**src/rtl/cic_decimator_mc.sv**
```systemverilog
// -----------------------------------------------------------------------------
// cic_decimator_mc
//   Parametrised N-stage CIC decimator with runtime decimation ratio, comb
//   differential delay M, pipelined combs, runtime arithmetic right shift and
//   output saturation. Sits between the sample front-end (in_valid strobe)
//   and downstream compensation filtering (out_valid strobe).
//
// Parameters
//   N      number of integrator and comb stages (1..8)
//   M      comb differential delay (1 or 2)
//   IN_W   signed input width
//   OUT_W  signed output width
//   RMAX   largest supported decimation ratio
//   ACC_W  (derived) internal accumulator width IN_W + N*clog2(RMAX*M)
//
// Ports
//   clk        single clock, all registers on posedge
//   rst_n      asynchronous active-low reset
//   ratio      decimation ratio R (0/1 = no decimation, > RMAX clamps)
//   shift      arithmetic right shift applied to the comb output
//   in_valid   in_data is valid this cycle
//   in_data    signed input sample
//   out_valid  one-cycle pulse, out_data valid
//   out_data   signed decimated output, held between pulses
//   out_sat    pulses with out_valid when out_data was clamped
//
// Configuration macro
//   CIC_ROUND_EN  when defined, the shift rounds half up instead of
//                 truncating; when undefined no rounding logic exists.
// -----------------------------------------------------------------------------
module cic_decimator_mc #(
    parameter int N     = 5,
    parameter int M     = 1,
    parameter int IN_W  = 8,
    parameter int OUT_W = 16,
    parameter int RMAX  = 64
) (
    input  logic             clk,
    input  logic             rst_n,
    input  logic [15:0]      ratio,
    input  logic [5:0]       shift,
    input  logic             in_valid,
    input  logic [IN_W-1:0]  in_data,
    output logic             out_valid,
    output logic [OUT_W-1:0] out_data,
    output logic             out_sat
);

    localparam int ACC_W = IN_W + N * $clog2(RMAX * M);
    localparam int CNT_W = $clog2(RMAX + 1);
    // Post-shift width: wide enough for the rounding carry and for a signed
    // comparison against the OUT_W limits without losing the sign.
    localparam int YW    = ((ACC_W + 1 > OUT_W) ? ACC_W + 1 : OUT_W) + 1;

    localparam logic signed [YW-1:0] SAT_MAX = {{(YW - OUT_W + 1){1'b0}}, {(OUT_W - 1){1'b1}}};
    localparam logic signed [YW-1:0] SAT_MIN = ~SAT_MAX;

    // ------------------------------------------------------------------
    // Ratio handling and phase counter
    // ------------------------------------------------------------------
    logic [CNT_W-1:0]        w_ratio_clamp;
    logic [CNT_W-1:0]        w_ratio_eff;
    logic                    w_wrap;
    logic                    w_strobe;
    logic signed [ACC_W-1:0] w_in_ext;

    logic [CNT_W-1:0]        r_ratio_act;
    logic                    r_started;
    logic [CNT_W-1:0]        r_phase;
    logic signed [ACC_W-1:0] r_integ [N];
    logic signed [ACC_W-1:0] r_cap;
    logic                    r_cap_v;

    // NOTE: every always_comb output gets a value on every path so no latch
    // is inferred.
    always_comb begin
        w_ratio_clamp = CNT_W'(ratio);
        if (32'(ratio) > RMAX) begin
            w_ratio_clamp = CNT_W'(RMAX);
        end
    end

    // The first cycle after reset release uses the live ratio; afterwards the
    // ratio only changes at a phase wrap so a phase is never truncated.
    assign w_ratio_eff = r_started ? r_ratio_act : w_ratio_clamp;
    assign w_wrap      = (w_ratio_eff <= CNT_W'(1)) || (r_phase == w_ratio_eff - CNT_W'(1));
    assign w_strobe    = in_valid & w_wrap;
    assign w_in_ext    = ACC_W'($signed(in_data));

    // NOTE: sequential state uses non-blocking assignments so every register
    // samples the pre-edge values; the Hogenauer integrator chain depends on it.
    always_ff @(posedge clk or negedge rst_n) begin
        if (!rst_n) begin
            // NOTE: integrators and comb delay lines are explicitly reset; a
            // restart must begin from a zero state, not from stale history.
            for (int k = 0; k < N; k++) begin
                r_integ[k] <= '0;
            end
            r_phase     <= '0;
            r_ratio_act <= '0;
            r_started   <= 1'b0;
            r_cap       <= '0;
            r_cap_v     <= 1'b0;
        end else begin
            r_started <= 1'b1;
            if (!r_started) begin
                r_ratio_act <= w_ratio_clamp;
            end
            r_cap_v <= w_strobe;
            if (in_valid) begin
                r_integ[0] <= r_integ[0] + w_in_ext;
                for (int k = 1; k < N; k++) begin
                    r_integ[k] <= r_integ[k] + r_integ[k-1];
                end
                if (w_wrap) begin
                    r_phase     <= '0;
                    r_ratio_act <= w_ratio_clamp;
                    r_cap       <= r_integ[N-1];
                end else begin
                    r_phase <= r_phase + CNT_W'(1);
                end
            end
        end
    end

    // ------------------------------------------------------------------
    // Comb pipeline: one registered stage per clock, advanced by its own
    // valid bit rather than by in_valid.
    // ------------------------------------------------------------------
    logic signed [ACC_W-1:0] r_comb [N];
    logic signed [ACC_W-1:0] r_dly  [N][M];
    logic [N-1:0]            r_cvalid;
    logic signed [ACC_W-1:0] w_stage_in [N];
    logic [N-1:0]            w_stage_v;

    assign w_stage_in[0] = r_cap;
    for (genvar k = 1; k < N; k++) begin : g_stage_in
        assign w_stage_in[k] = r_comb[k-1];
    end

    // Stage k is fed by the valid of stage k-1 (stage 0 by the capture valid).
    assign w_stage_v = N'({r_cvalid, r_cap_v});

    always_ff @(posedge clk or negedge rst_n) begin
        if (!rst_n) begin
            for (int k = 0; k < N; k++) begin
                r_comb[k] <= '0;
                for (int j = 0; j < M; j++) begin
                    r_dly[k][j] <= '0;
                end
            end
            r_cvalid <= '0;
        end else begin
            for (int k = 0; k < N; k++) begin
                if (w_stage_v[k]) begin
                    r_comb[k]   <= w_stage_in[k] - r_dly[k][M-1];
                    r_dly[k][0] <= w_stage_in[k];
                    for (int j = 1; j < M; j++) begin
                        r_dly[k][j] <= r_dly[k][j-1];
                    end
                end
            end
            r_cvalid <= w_stage_v;
        end
    end

    // ------------------------------------------------------------------
    // Output scaling and saturation
    // ------------------------------------------------------------------
    logic signed [YW-1:0]    w_cn_ext;
    logic signed [YW-1:0]    w_y;
    logic [OUT_W-1:0]        w_narrow;
    logic                    w_sat;

    assign w_cn_ext = YW'(r_comb[N-1]);

`ifdef CIC_ROUND_EN
    logic signed [YW-1:0]    w_half;
    logic signed [YW-1:0]    w_sum;

    // Half an output LSB; the widened adder cannot wrap.
    assign w_half = (shift == 6'd0) ? '0 : (YW'(1) << (shift - 6'd1));
    assign w_sum  = w_cn_ext + w_half;
    assign w_y    = w_sum >>> shift;
`else
    // Shifts at or beyond the accumulator width leave pure sign fill.
    assign w_y    = w_cn_ext >>> shift;
`endif

    always_comb begin
        w_narrow = w_y[OUT_W-1:0];
        w_sat    = 1'b0;
        if (w_y > SAT_MAX) begin
            w_narrow = SAT_MAX[OUT_W-1:0];
            w_sat    = 1'b1;
        end else if (w_y < SAT_MIN) begin
            w_narrow = SAT_MIN[OUT_W-1:0];
            w_sat    = 1'b1;
        end
    end

    always_ff @(posedge clk or negedge rst_n) begin
        if (!rst_n) begin
            out_valid <= 1'b0;
            out_data  <= '0;
            out_sat   <= 1'b0;
        end else begin
            out_valid <= r_cvalid[N-1];
            out_sat   <= r_cvalid[N-1] & w_sat;
            if (r_cvalid[N-1]) begin
                out_data <= w_narrow;
            end
        end
    end

endmodule
```
**config.mk**
```make
export PLATFORM = sky130hd
export DESIGN_NAME = cic_decimator_mc
export DESIGN_NICKNAME = d
export VERILOG_FILES = /design/src/rtl/cic_decimator_mc.sv
export SDC_FILE = /design/constraint.sdc
export NUM_CORES = 2
export LEC_CHECK = 0
export BUFFER_PORTS_ARGS = -buffer_cell sky130_fd_sc_hd__clkbuf_2
export CAP_MARGIN = 5
export CORE_AREA = 2 2 295 297
export CTS_CLUSTER_DIAMETER = 50
export DETAILED_ROUTE_END_ITERATION = 8
export DIE_AREA = 0 0 297 299
export PLACE_DENSITY = 0.69
export SETUP_SLACK_MARGIN = 0.4
export SYNTH_ARGS = -nofsm -noshare
export SYNTH_HDL_FRONTEND = slang
export SYNTH_SLANG_ARGS = --single-unit
```
**constraint.sdc**
```tcl
create_clock -name clk -period 3.6 [get_ports clk]
set_input_delay 0.18 -clock clk [delete_from_list [all_inputs] [get_ports clk]]
set_output_delay 0.18 -clock clk [all_outputs]
set_load 0.02 [all_outputs]
```
### Word-level counts from Yosys, hierarchy flattened

Cells that the tools add are included.

| word-level totals | value |
|---|---|
| register bits | 647 |
| input bits | 33 |
| output and inout port bits | 18 |

| operators by class | value |
|---|---|
| add/subtract/negate cells | 12 |
| order comparisons | 4 |
| eq/ne operators | 1 |
| shift-type cells | 1 |
| multiplexer cells | 9 |
| bitwise logic cells | 2 |
| reductions and logical operators | 2 |

Operator list:

| operator | count |
|---|---|
| subtractor 38 bit | 5 |
| adder 38 bit | 4 |
| > comparator 40 x 16 -> 1 bit, second input constant | 1 |
| < comparator 40 x 16 -> 1 bit, second input constant | 1 |
| >>> shifter 38 x 6 -> 40 bit | 1 |
| adder 38 x 8 -> 38 bit | 1 |
| two-way mux 7 bit | 5 |
| two-way mux 16 bit | 2 |
| > comparator 16 x 7 -> 1 bit, second input constant | 1 |
| adder 7 x 1 -> 7 bit, second input constant | 1 |
| == test 7 bit | 1 |
| <= comparator 7 x 1 -> 1 bit, second input constant | 1 |
| subtractor 7 x 1 -> 7 bit, second input constant | 1 |
| bitwise AND 1 bit | 2 |
| two-way mux 1 bit | 2 |
| AND reduction 2 bit | 1 |
| logical OR 1 bit | 1 |

### Longest topological paths before layout

| depth | value |
|---|---|
| depth in word-level cells | 8 |
| gate-level depth with buffers | 16 |
| mapped depth without buffers | 15 |

### Worst setup path after synthesis

Ideal clock, no wire load.

| timing path | value |
|---|---|
| path kind | flip-flop to flip-flop |
| start | reg r_integ[152] (netlist bit) |
| end | reg r_integ[186] (netlist bit) |
| library setup time | 0.125 ns |
| arrival time | 3.188 ns |
| slack | 0.287 ns |
| stages on the path, launching flop included | 15 |
| path buffers | 0 |
| period minus slack after synthesis | 3.313 ns |
| cells stage by stage | dfrtp_1 -> ha_1 -> inv_1 -> fa_1 -> nor2b_1 -> o21ai_0 -> a21boi_0 -> o31ai_1 -> a31o_2 -> o31a_1 -> o21a_1 -> o311ai_2 -> a21boi_0 -> xnor2_1 -> mux2_2 |

| on the way | value |
|---|---|
| word-level cells in the longest chain between the ends | 1 |

Ends and longest elaborated chain:

| element | RTL line | source |
|---|---|---|
| from (decl) | 70 | `logic signed [ACC_W-1:0] r_integ [N];` |
| from (signal, indexed assignment) | 113 | `r_integ[k] <= r_integ[k] + r_integ[k-1];` |
| adder 38 x 8 -> 38 bit | 111 | `r_integ[0] <= r_integ[0] + w_in_ext;` |

Every way passes these cells.
A chain may end at the register's enable or synchronous reset.

### Worst setup path in the final report

| timing path | value |
|---|---|
| start | reg r_integ[114] (netlist bit) |
| end | reg r_integ[108] (netlist bit) |

| on the way | value |
|---|---|
| word-level cells in the longest chain between the ends | 1 |

Ends and longest elaborated chain:

| element | RTL line |
|---|---|
| adder 38 bit | 113 |

Every way passes these cells.

==> impl_results.md <==
* Status: completed
* Placed inst area at 46500 um2
* H-Tree Level Count at 3
* Critical Path RT at 4.12 ns
* CP delay by family, top: compound AO/OA/AOI/OAI gates
* Setup violations, final at 0
* CTS Buffer Depth at 3
* Clock Latency Late Sink at 0.64 ns
* WL met2 at 50000 um
* HP Class: input port to flip-flop
* Mapped Nets at 5080
* R2R depth at 17
* Post-Syn Area at 44300 um2
* Num ports at 51
* Crit path largest cell delay at 0.41 ns
* Critical Path Source: r_integ[114]
* FF-to-FF setup slack at 0.33 ns
* Detailed Routing Iterations Pass 1 at 6
* RR Startpoint: r_integ[114]
* Register area share after synthesis at 36.6%
* Clk_skew at 0.0216 ns
* Chip Height at 299 um
* Initial antenna violation count at 1
* CP Capture Type: flip-flop
* Worst setup path class: flip-flop to flip-flop
* Arrival time at the worst endpoint at 3.78 ns
* Total Neg Setup Slack at 0 ns
* First-pass GRT wire length at 164000 um
* I/O Buffers at 50
* Vias per cell at 5.69
* EDFF count, synth at 0
* Avg Cell Area, Syn at 9.49 um2
* Placed wire-length estimate at 68300 um
* Routed wire per std cell at 16.2 um
* End of the critical path: r_integ[108]
* CP dominant cell by count: buf_4
* Row count at 108
* Synth Instances at 4664
* Design Area, Final at 52300 um2
* Total Routing Usage GR at 21.6%
* CP Launch Type: flip-flop
* Antenna-violating nets left at 0
* Met3 WL at 2430 um
* Gr ovfl total at 0
* Share of synthesized registers carrying an async set or reset at 100%
* CTS tree: yes
* Max Slew Vio Count at 0
* Tcrit/Tclk final at 90.7%
* CP Max Fanout at 4
* Effective utilization at floorplan at 51.5%
* Yosys warnings at 0
* Met1 Routed Length at 43300 um
* Largest net degree at the start of global routing at 117
* Post-layout util at 60.9%
* RSZ-0062 raised after global routing: true
* Area delta synth->final at 18.2%
* CP Cell Sequence: ha_2 -> inv_2 -> fa_2 -> nor2b_1 -> o21a_1 -> a31o_4 -> o22ai_2 -> buf_6 -> o21bai_4 -> a311o_1 -> a311oi_2 -> buf_4 -> buf_4 -> nor2b_4 -> a31oi_2 -> xnor2_1 -> mux2_4
* Max Cap Violations at 0
* Post-synthesis register bit count at 647
* Netlist cell types at 101
* Minimum clock period at 3.27 ns
* DRC viols at 0
* Top Metal Used: met4
* Root Buffer: clkbuf_16
* Crit path buffers/inverters at 4
* N_diodes at 0
* GP Congestion at 0.857
* Slew HR at 30.6%
* Synth Flop Type: dfrtp_1
* Max Clock Freq at 0.306 GHz
* Final wirelength at 98900 um
* Die Width at 297 um
* Initial DRC Count at 1970
* DR vias at 34.8k
* CTS sink cnt at 647
* Crit-path slowest cell: dfrtp_1
* Total CTS buffers at 85
* Worst Tran Pin Value at 1.04 ns
* Die area at 88800 um2
* Number of global-route vias before repair at 34.2k
* Core footprint at 85900 um2
* Critical path depth at 17
* FF-to-FF End: r_integ[108]
* Final Hold Viols at 0
* Clk slew on worst S/H paths at 0.06 ns
* Layout net count at 5296
* Layout cells sized above 1 at 22.4%
## cell type report
cell class	count	area, um2
inverters	306	1150
well taps	1155	1450
multi-input cells	3564	28400
fillers	7160	33600
clock buffers	105	2290
repair buffers	276	2170
flip-flops and latches	647	16200
clock inverters	53	649
## state kept, by name, summed over array words and instances, names as in the netlist
signal	count
r_comb	190
r_dly	190
r_integ	190
r_cap	38
out_data	16
r_phase	7
r_ratio_act	7
r_cvalid	5
out_sat	1
out_valid	1
r_cap_v	1
r_started	1
## synth_stat cells (11+ instances only)
master    count  area, um2
nand2b_1     40        250
inv_1       301       1130
or3_1        16        100
nand3_1      64        320
nor2_1      231        867
and3_1       38        238
xor2_1      103        902
xnor2_1     220       1930
ha_1        373       4670
o21a_1       58        435
o21ai_1      19       95.1
mux4_2       28        631
nand3b_1     12       90.1
mux2i_1      38        380
o221ai_1     20        175
a31oi_1      45        282
o21ai_0     379       1900
o22ai_1      13       81.3
o211ai_1     40        300
a31o_2       15        131
nand2_1     434       1630
o31ai_1      35        263
nor3_1       52        260
o21bai_1     40        300
buf_1        28        105
or2_2        11       68.8
a21o_1      185       1390
and2_1       19        119
o31a_1       11       96.3
nor2b_1      48        300
dfrtp_1     647      16200
a21boi_0     12       90.1
a211oi_1     52        390
nand4_1      26        163
mux2_2      311       3500
a211o_1      15        131
a21oi_1     362       1810
clkbuf_1    107        402
nor4_1       14       87.6
mux2_1       27        304
## cell families (layout without fill, tap and decap cells)
kind of cell	after synthesis	in the layout	share of synthesized area, %
AND/OR/NAND/NOR	1045	1046	11.0
buffers and inverters	454	740	3.98
XOR/XNOR	323	323	6.39
AO/OA/AOI/OAI	1397	1397	19.9
other	1	1	0.00847
multiplexers	414	414	11.2
adder cells (fa/ha/maj)	383	383	11.0
flip-flops	647	647	36.6
## metrics by stage
stage	setup slack, ns	hold WS (ns)	instances
global placement	0.0687	0.269	5842
detailed placement	0.0432	0.267	5842
finish	0.335	0.0356	6106
global route	0.149	0.0517	6106
floorplan	0.400	-0.116	4664
CTS	0.307	0.00183	6039
## cell usage in the layout (no fill, tap or decap), types with 87 or more instances in the layout
cell type	netlist	final
a21o_1	185	185
a21oi_1	362	322
buf_4	5	196
clkbuf_16	0	87
dfrtp_1	647	627
ha_1	373	294
inv_1	301	287
mux2_2	311	295
nand2_1	434	429
nor2_1	231	228
o21ai_0	379	339
xnor2_1	220	220
xor2_1	103	103
## worst register-to-register path: stages, from the launching register on
cell,delay (ns)
dfrtp_1,0.41
ha_2,0.21
inv_2,0.06
fa_2,0.21
nor2b_1,0.05
o21a_1,0.21
a31o_4,0.23
o22ai_2,0.11
buf_6,0.13
o21bai_4,0.06
a311o_1,0.36
a311oi_2,0.29
buf_4,0.18
buf_4,0.12
nor2b_4,0.04
a31oi_2,0.14
xnor2_1,0.10
mux2_4,0.25
## timing repair
action                                  4_1_cts  5_1_grt
setup buffers                                30       65
endpoints found under the hold margin        80        0
endpoints found under the setup margin       82      145
hold buffers                                  9        0
resized for setup                           140      291
gates cloned                                  0        2
pin swaps                                    78      173
## per-layer routing
| metal | up-vias | GRT usage (%) |
|---|---|---|
| met3 | 203 | 2.26 |
| li1 | 17300 | - |
| met4 | 0 | 7.61 |
| met2 | 480 | 39.0 |
| met1 | 16800 | 26.9 |
| met5 | - | 0 |
## how the worst min path moves through the flow
stage / start / to / slack [ns] / depth (start not counted)
final: ratio[5] / r_ratio_act[5] / 0.04 / 4
after CTS: ratio[5] / r_ratio_act[5] / 0.002 / 4
after floorplan: rst_n / out_data[0] / -0.12 / 0
after detailed placement: rst_n / r_dly[80] / 0.27 / 1
after global placement: rst_n / r_dly[80] / 0.27 / 1
after global routing: in_data[1] / r_integ[153] / 0.05 / 4
Power is not shown: default switching activity piles up to over one toggle a cycle in this logic, so the estimate is an artifact.
